==> src/rtl/shift_add_multiplier.sv <==
// Sequential unsigned shift-and-add multiplier: one multiplier bit per clock,
// WIDTH iterations per product, one-cycle multi_done pulse on completion.
module shift_add_multiplier #(
  parameter int WIDTH = 16
) (
  input  logic               clk,
  input  logic               n_rst,
  input  logic [WIDTH-1:0]   src1,
  input  logic [WIDTH-1:0]   src2,
  input  logic               parser_done,
  output logic [2*WIDTH:0]   calc_res,
  output logic               multi_done
);

  localparam int RW = 2 * WIDTH + 1;
  localparam int CW = (WIDTH > 1) ? $clog2(WIDTH) : 1;

  typedef enum logic [1:0] {
    IDLE = 2'd0,
    CALC = 2'd1,
    DONE = 2'd2
  } state_t;

  // state is kept as a named internal signal so checkers can bind to it
  state_t          state;
  state_t          state_next;
  logic            parser_done_d;
  logic            start;
  logic            last_iter;
  logic [RW-1:0]   mcand;
  logic [RW-1:0]   acc;
  logic [RW-1:0]   acc_sum;
  logic [WIDTH-1:0] mplier;
  logic [CW-1:0]   cnt;

  // Only a fresh low->high edge while idle starts a multiply; edges while busy are dropped.
  assign start     = parser_done & ~parser_done_d & (state == IDLE);
  assign last_iter = (cnt == CW'(WIDTH - 1));

  always_comb begin
    acc_sum = acc;
    if (mplier[0]) acc_sum = acc + mcand;
  end

  always_ff @(posedge clk or posedge n_rst) begin
    if (n_rst) state <= IDLE;
    else       state <= state_next;
  end

  always_comb begin
    state_next = state;
    case (state)
      IDLE:    if (start) state_next = CALC;
      CALC:    if (last_iter) state_next = DONE;
      DONE:    state_next = IDLE;
      default: state_next = IDLE;
    endcase
  end

  always_ff @(posedge clk or posedge n_rst) begin
    if (n_rst) begin
      parser_done_d <= 1'b0;
      mcand         <= '0;
      mplier        <= '0;
      acc           <= '0;
      cnt           <= '0;
      calc_res      <= '0;
      multi_done    <= 1'b0;
    end else begin
      parser_done_d <= parser_done;
      case (state)
        IDLE: begin
          multi_done <= 1'b0;
          if (start) begin
            mcand  <= {{(WIDTH + 1){1'b0}}, src1};
            mplier <= src2;
            acc    <= '0;
            cnt    <= '0;
          end
        end
        CALC: begin
          acc    <= acc_sum;
          mcand  <= mcand << 1;
          mplier <= mplier >> 1;
          cnt    <= cnt + 1'b1;
          // The final add lands in calc_res directly, in the same cycle.
          if (last_iter) begin
            calc_res   <= acc_sum;
            multi_done <= 1'b1;
          end
        end
        DONE: multi_done <= 1'b0;
        default: multi_done <= 1'b0;
      endcase
    end
  end

endmodule

==> config.mk <==
export PLATFORM = sky130hd
export DESIGN_NAME = shift_add_multiplier
export DESIGN_NICKNAME = d
export VERILOG_FILES = /design/src/rtl/shift_add_multiplier.sv
export SDC_FILE = /design/constraint.sdc
export NUM_CORES = 1
export LEC_CHECK = 0
export ABC_AREA = 1
export BUFFER_PORTS_ARGS = -buffer_cell sky130_fd_sc_hd__buf_2
export CORE_MARGIN = 2
export CORE_UTILIZATION = 35
export CTS_CLUSTER_SIZE = 16
export DETAILED_ROUTE_END_ITERATION = 10
export GPL_TIMING_DRIVEN = 0
export SLEW_MARGIN = 10
export SYNTH_ARGS = -nofsm -noshare
export SYNTH_HDL_FRONTEND = slang
export SYNTH_SLANG_ARGS = --single-unit
==> constraint.sdc <==
create_clock -name clk -period 3.9 [get_ports clk]
set_input_delay 0.585 -clock clk [delete_from_list [all_inputs] [get_ports clk]]
set_output_delay 0.585 -clock clk [all_outputs]
set_load 0.02 [all_outputs]
# Word-level counts from Yosys, hierarchy flattened
# Index checks and enable logic that the tools add are counted.
# W data, S select, Z words.
dict set report word_totals {
  input_bits 35
  elab_cells 36
  register_bits 123
}
dict set report op_classes {
  n_addsub 2
  n_eq_ne 4
  bitwise 3
  reduce_logical 5
  muxes 14
}
# cell n
set ops {}
lappend ops {{$pmux W33 S2} 2}
lappend ops {{$mux W33} 3}
lappend ops {{$add A33 B33 Y33} 1}
lappend ops {{$pmux W16 S2} 1}
lappend ops {{$mux W16} 1}
lappend ops {{$pmux W4 S2} 1}
lappend ops {{$reduce_and A2 Y1} 3}
lappend ops {{$add A4 B1 Y4 const B} 1}
lappend ops {{$eq A4 B4 Y1 const B} 1}
lappend ops {{$mux W2} 2}
lappend ops {{$mux W4} 1}
lappend ops {{$ne A2 B2 Y1 const B} 2}
lappend ops {{$pmux W2 S2} 1}
lappend ops {{$and A1 B1 Y1} 2}
lappend ops {{$eq A2 B1 Y1 const B} 1}
lappend ops {{$logic_not A2 Y1} 1}
lappend ops {{$mux W1} 2}
lappend ops {{$reduce_bool A2 Y1} 1}
lappend ops {{$not A1 Y1} 1}

# Logic depth before layout (Yosys ltp)
dict set report logic_depth {
  depth_word 5
  depth_mapped 14
  ltp_nobuf 14
}

# Worst setup path after synthesis
# Ideal clock, no wire load.
dict set report synth_timing {
  kind {reg2reg}
  start {register mcand[0]}
  end {register acc[16]}
  stages_incl_launch_ff 13
  required_ns 3.775
  slack_ns 1.998
  arrival_ns 1.777
  setup_ns 0.125
  path_cell_list {dfrtp_1 -> ha_1 -> fa_1 -> nand2_1 -> nand2_1 -> nand3_1 -> nand2_1 -> nand2_1 -> nand2_2 -> xnor2_1 -> nand2_1 -> nand3_1 -> o21ai_2}
}
dict set report synth_via {
  elab_chain_len 3
}
# item line_no
set synth_lines {}
lappend synth_lines {{start, declared} 30} ;# logic [RW-1:0] mcand;
lappend synth_lines {{start signal, assigned} 75} ;# mcand <= {{(WIDTH + 1){1'b0}}, src1};
lappend synth_lines {{start signal, assigned} 83} ;# mcand <= mcand << 1;
lappend synth_lines {{$add A33 B33 Y33} 42} ;# if (mplier[0]) acc_sum = acc + mcand;
lappend synth_lines {{$mux W33} 42}
lappend synth_lines {{$pmux W33 S2} 71} ;# case (state)
lappend synth_lines {{end signal, assigned} 82} ;# acc <= acc_sum;
lappend synth_lines {{end, declared} 31} ;# logic [RW-1:0] acc;
# Every way passes these cells.
# A chain may end at the register's enable or synchronous reset.

# Worst setup path in the final report
dict set report layout_timing {
  start {register mcand[0]}
  end {register acc[20]}
}
# The elaborated chain is that of the path after synthesis.

==> run summary <==
The count of state elements after synthesis is 123, and the slew of the pin with the lowest slew margin is 793 ps. For this run, the number of Yosys warnings is 0. The global-route wire length before repair is 35.7 mm, and the number of slew-limit violations in the final report is 0. The tools report the leakage power as 4.88 nW.

The post-route cell area is 8880 um^2. The number of hold buffers added after CTS was 0. After synthesis, the share of flip-flops with an asynchronous set or reset is 100%.

CTS built an H-tree with a depth of 4. The number of setup buffers added after CTS is 0. Setup violations remaining at the end of the flow were counted as 0. The critical path goes through ha_1 > fa_1 > nand3_1 > nand3_1 > nand3_1 > nand3_1 > nand2_1 > nand2_1 > nand2_1 > nand3_1 > nand3_1 > o21ai_0.

The design draws 0.00965 W. Most repeated library cell on the critical path: sky130_fd_sc_hd__nand3_1. The placed standard-cell area is 8290 um^2. Clock skew on the completed layout was measured at 13.7 ps.

After the first detailed-routing iteration, the DRC count stood at 472. The amount of wire on met2 after detailed routing was 9.62 mm. The run gives 0 as the count of maximum capacitance violations. Excluding fillers, the count of instances in the completed layout stands at 1458. After synthesis, the largest family of logic cells by area is simple AND/OR/NAND/NOR gates. In this run, placement finished with an instance count of 1426. The horizontal extent of the die is 151 um. The ratio of total power to cell area was 1090 nW/um^2; the height of the die was 151 um. The die covers 22800 um^2. For the utilization of the core after routing, the log shows 42.0%. For this run, the slowest stage of the critical path takes 470 ps. The antenna diode count was 0; the number of flops mapped to enable cells by yosys was 0. Entering global routing, the biggest net connects 80 pins. The detailed router put a total of 11.1 mm of wire on met1. STA classifies the critical path startpoint as a register. After detailed routing, the number of vias per cell comes to 4.79. Number of DRC violations after detailed routing: 0. The run finished with clean final reports. The tools report the worst ir drop on vdd as 455 uV. Among all flip-flop cells after synthesis, the most frequent one is sky130_fd_sc_hd__dfrtp_1.

Detailed placement finished with a half-perimeter wire length of 16.8 mm. In this run switching power makes up 50.4% of total power. Sequential share of power: 24.1%. Setup repair after global routing left no endpoint under its margin.

The worst setup path is captured at a register. The slowest cell on the critical path is sky130_fd_sc_hd__fa_1. The synthesized netlist devotes 1.73% of its cell area to XOR and XNOR gates. The first TritonRoute pass finished after 7 iterations. The portion of synthesized area spent on multiplexers is 0%. Counting along the longest clock path gives a buffer depth of 2. The post-route netlist has 12.8% of its cells at a drive strength greater than 1.

The count of input and output buffers was 68; the adder-cell share of the synthesized area was 5.72%. The largest delay contributor family on the critical path was simple AND/OR/NAND/NOR gates. The detailed router used layers up to and including met4. Setup slack on the worst reg-to-reg path comes out at 1500 ps.

The tools report the total number of vias as 6985. The worst setup path is of the register to register kind. Clock tree synthesis selected as its root buffer the cell sky130_fd_sc_hd__clkbuf_16.

For the global router's overall resource usage, the log shows 20.8%. The tools report the number of rows in the core area as 53. The final critical-path share of the clock period was 61.4%; the met3 wirelength from detailed routing was 1.08 mm. The tools report the number of global-route vias before repair as 6640. The number of clock buffers added by TritonCTS is 17. For the clock sink count, the log shows 123. The tools report the data required time of the critical path as 4200 ps. After global routing the overflow that remains totals 0.

TritonCTS built the clock tree. Headroom to the max-slew limit came out at 47.1%. After clock tree synthesis, the clock-pin slew on the worst setup and hold paths is 70 ps. The cell area that synthesis handed to floorplanning was 7570 um^2.

Summing the areas of all compound-gate instances in the mapped netlist gives 9.22% of the synthesized area. The total wire length is 22.1 mm, and the net count of the finished layout is 1239. Clock latency on the worst-skew pair, taken at its later pin, is 430 ps. The area growth from synthesis to layout is 17.3%.

The maximum fanout along the worst path is 4, and the sum of buffers and inverters on the critical path is 0. The synthesized netlist devotes 32.0% of its cell area to simple gates. Data arrives at the worst endpoint at 2690 ps. The I/O pin count is 69, and the post-synthesis cell count is 1082. Combinational cells account for 59.2% of the total power. The average wire length per cell after detail routing was 15.1 um; the post-cts repair resize count was 0. For this configuration, the core starts out at a cell density of 35.8%. The standard cell core area was 21200 um^2; the minimum clock period after layout was 2400 ps.

The number of unique standard cell types used by synthesis was 35. Routability-driven placement finished with a final weighted congestion of 0.945. In this run the mean area of a mapped cell was 7.00 um^2.

The detail route stage leaves a number of antenna-violating nets equal to 0. The run gives 40.6% as the portion of the post-synthesis area used by sequential elements. The power spent charging and discharging nets is 0.00487 W, and the final count of hold timing violations is 0. The run gives 417 MHz as the maximum achievable frequency. Class of the worst hold path: input port to async pin.

The initial antenna violation count is 0, and the internal power summed over all cells is 0.00478 W. The number of nets handed over by synthesis was 1151. The clock network burns 16.7% of the power.
-- flip-flops by register name (all words and copies together), names as in the netlist --
register / flops
acc: 33
calc_res: 33
cnt: 4
mcand: 33
mplier: 16
multi_done: 1
parser_done_d: 1
state: 2
-- routing by layer --
layer,vias up,global-route usage (%)
met5,-,0
met1,3249,30.0
li1,3581,-
met3,23,3.61
met4,0,5.28
met2,132,32.3
-- placed cells by master (no fill, tap or decap), drive strengths merged, types with 26 or more instances in the layout --
cell,count
inv,183
nor2,95
clkbuf,31
nand3,92
ha,33
nand2,373
o22ai,51
a21oi,26
buf,90
dfrtp,123
-- through the flow --
| step | setup WS [ps] | hold WS (ps) | setup TNS [ps] |
|---|---|---|---|
| 3_5_place_dp | 1550 | 460 | 0 |
| 6_report | 1500 | 167 | 0 |
| 2_1_floorplan | 44.1 | 444 | 0 |
| 5_1_grt | 1270 | 204 | 0 |
| 3_3_place_gp | -1530 | 455 | -187290 |
| 4_1_cts | 1530 | 187 | 0 |
-- path summary, 6_finish.rpt --
path                                   from            end  cells after the start
worst max-delay path               mcand[0]        acc[20]                     12
worst min-delay path                  n_rst   calc_res[28]                      2
worst max register to register     mcand[0]        acc[20]                     12
worst min register to register       cnt[3]         cnt[3]                      1
max in group asynchronous             n_rst    calc_res[4]                      3
min in group clk                parser_done  parser_done_d                      1
-- final cells by class --
class	instances	area, um^2
Buffer	34	149
Clock buffer	18	439
Clock inverter	14	151
Fill cell	2206	12300
Inverter	175	662
Multi-Input combinational cell	750	3690
Sequential cell	123	3080
Tap cell	275	344
Timing Repair Buffer	69	368
-- kinds of logic (layout without fill, tap and decap cells) --
group	after synthesis	in the layout
AOI/OAI and AO/OA	117	117
xor gates and xnor gates	15	15
adders and majority gates	34	34
buffers and inverters	209	310
DFF	123	123
and+or+nand+nor	584	584
-- cells in the mapped netlist (2+ instances only) --
| master | number | area [um^2] |
|---|---|---|
| sky130_fd_sc_hd__dfrtp_1 | 123 | 3080 |
| sky130_fd_sc_hd__nor2_2 | 2 | 12.5 |
| sky130_fd_sc_hd__buf_2 | 14 | 70.1 |
| sky130_fd_sc_hd__a221oi_1 | 3 | 26.3 |
| sky130_fd_sc_hd__o21ai_1 | 7 | 35.0 |
| sky130_fd_sc_hd__a22o_1 | 3 | 26.3 |
| sky130_fd_sc_hd__xor2_1 | 7 | 61.3 |
| sky130_fd_sc_hd__o211ai_1 | 4 | 30.0 |
| sky130_fd_sc_hd__nor2_1 | 92 | 345 |
| sky130_fd_sc_hd__o21ai_0 | 17 | 85.1 |
| sky130_fd_sc_hd__o22ai_1 | 51 | 319 |
| sky130_fd_sc_hd__nand4_1 | 2 | 12.5 |
| sky130_fd_sc_hd__nand3_1 | 86 | 430 |
| sky130_fd_sc_hd__a21oi_1 | 26 | 130 |
| sky130_fd_sc_hd__o21bai_1 | 3 | 22.5 |
| sky130_fd_sc_hd__nand2_2 | 8 | 50.1 |
| sky130_fd_sc_hd__nor3_1 | 4 | 20.0 |
| sky130_fd_sc_hd__ha_1 | 33 | 413 |
| sky130_fd_sc_hd__clkbuf_1 | 13 | 48.8 |
| sky130_fd_sc_hd__buf_1 | 6 | 22.5 |
| sky130_fd_sc_hd__inv_1 | 173 | 649 |
| sky130_fd_sc_hd__nand3_2 | 6 | 60.1 |
| sky130_fd_sc_hd__or2_2 | 16 | 100 |
| sky130_fd_sc_hd__xnor2_1 | 8 | 70.1 |
| sky130_fd_sc_hd__nand2_1 | 365 | 1370 |
-- worst reg2reg max path, stage by stage, from the launching register on --
cell and delay [ps]:
sky130_fd_sc_hd__dfrtp_1 400, sky130_fd_sc_hd__ha_1 280, sky130_fd_sc_hd__fa_1 470, sky130_fd_sc_hd__nand3_1 100, sky130_fd_sc_hd__nand3_1 130, sky130_fd_sc_hd__nand3_1 100, sky130_fd_sc_hd__nand3_1 200, sky130_fd_sc_hd__nand2_1 180
sky130_fd_sc_hd__nand2_1 70, sky130_fd_sc_hd__nand2_1 50, sky130_fd_sc_hd__nand3_1 100, sky130_fd_sc_hd__nand3_1 90, sky130_fd_sc_hd__o21ai_0 80
-- power by group through the flow --
stage | combinational [W] | sequential [W] | clock (W)
after floorplan | 0.00400 | 0.00246 | 0
after global placement | 0.00559 | 0.00234 | 0
after detailed placement | 0.00567 | 0.00233 | 0
after CTS | 0.00570 | 0.00232 | 0.00163
after global routing | 0.00650 | 0.00240 | 0.00170
final | 0.00571 | 0.00232 | 0.00161
Note: power is estimated with default switching activity, not from simulation.
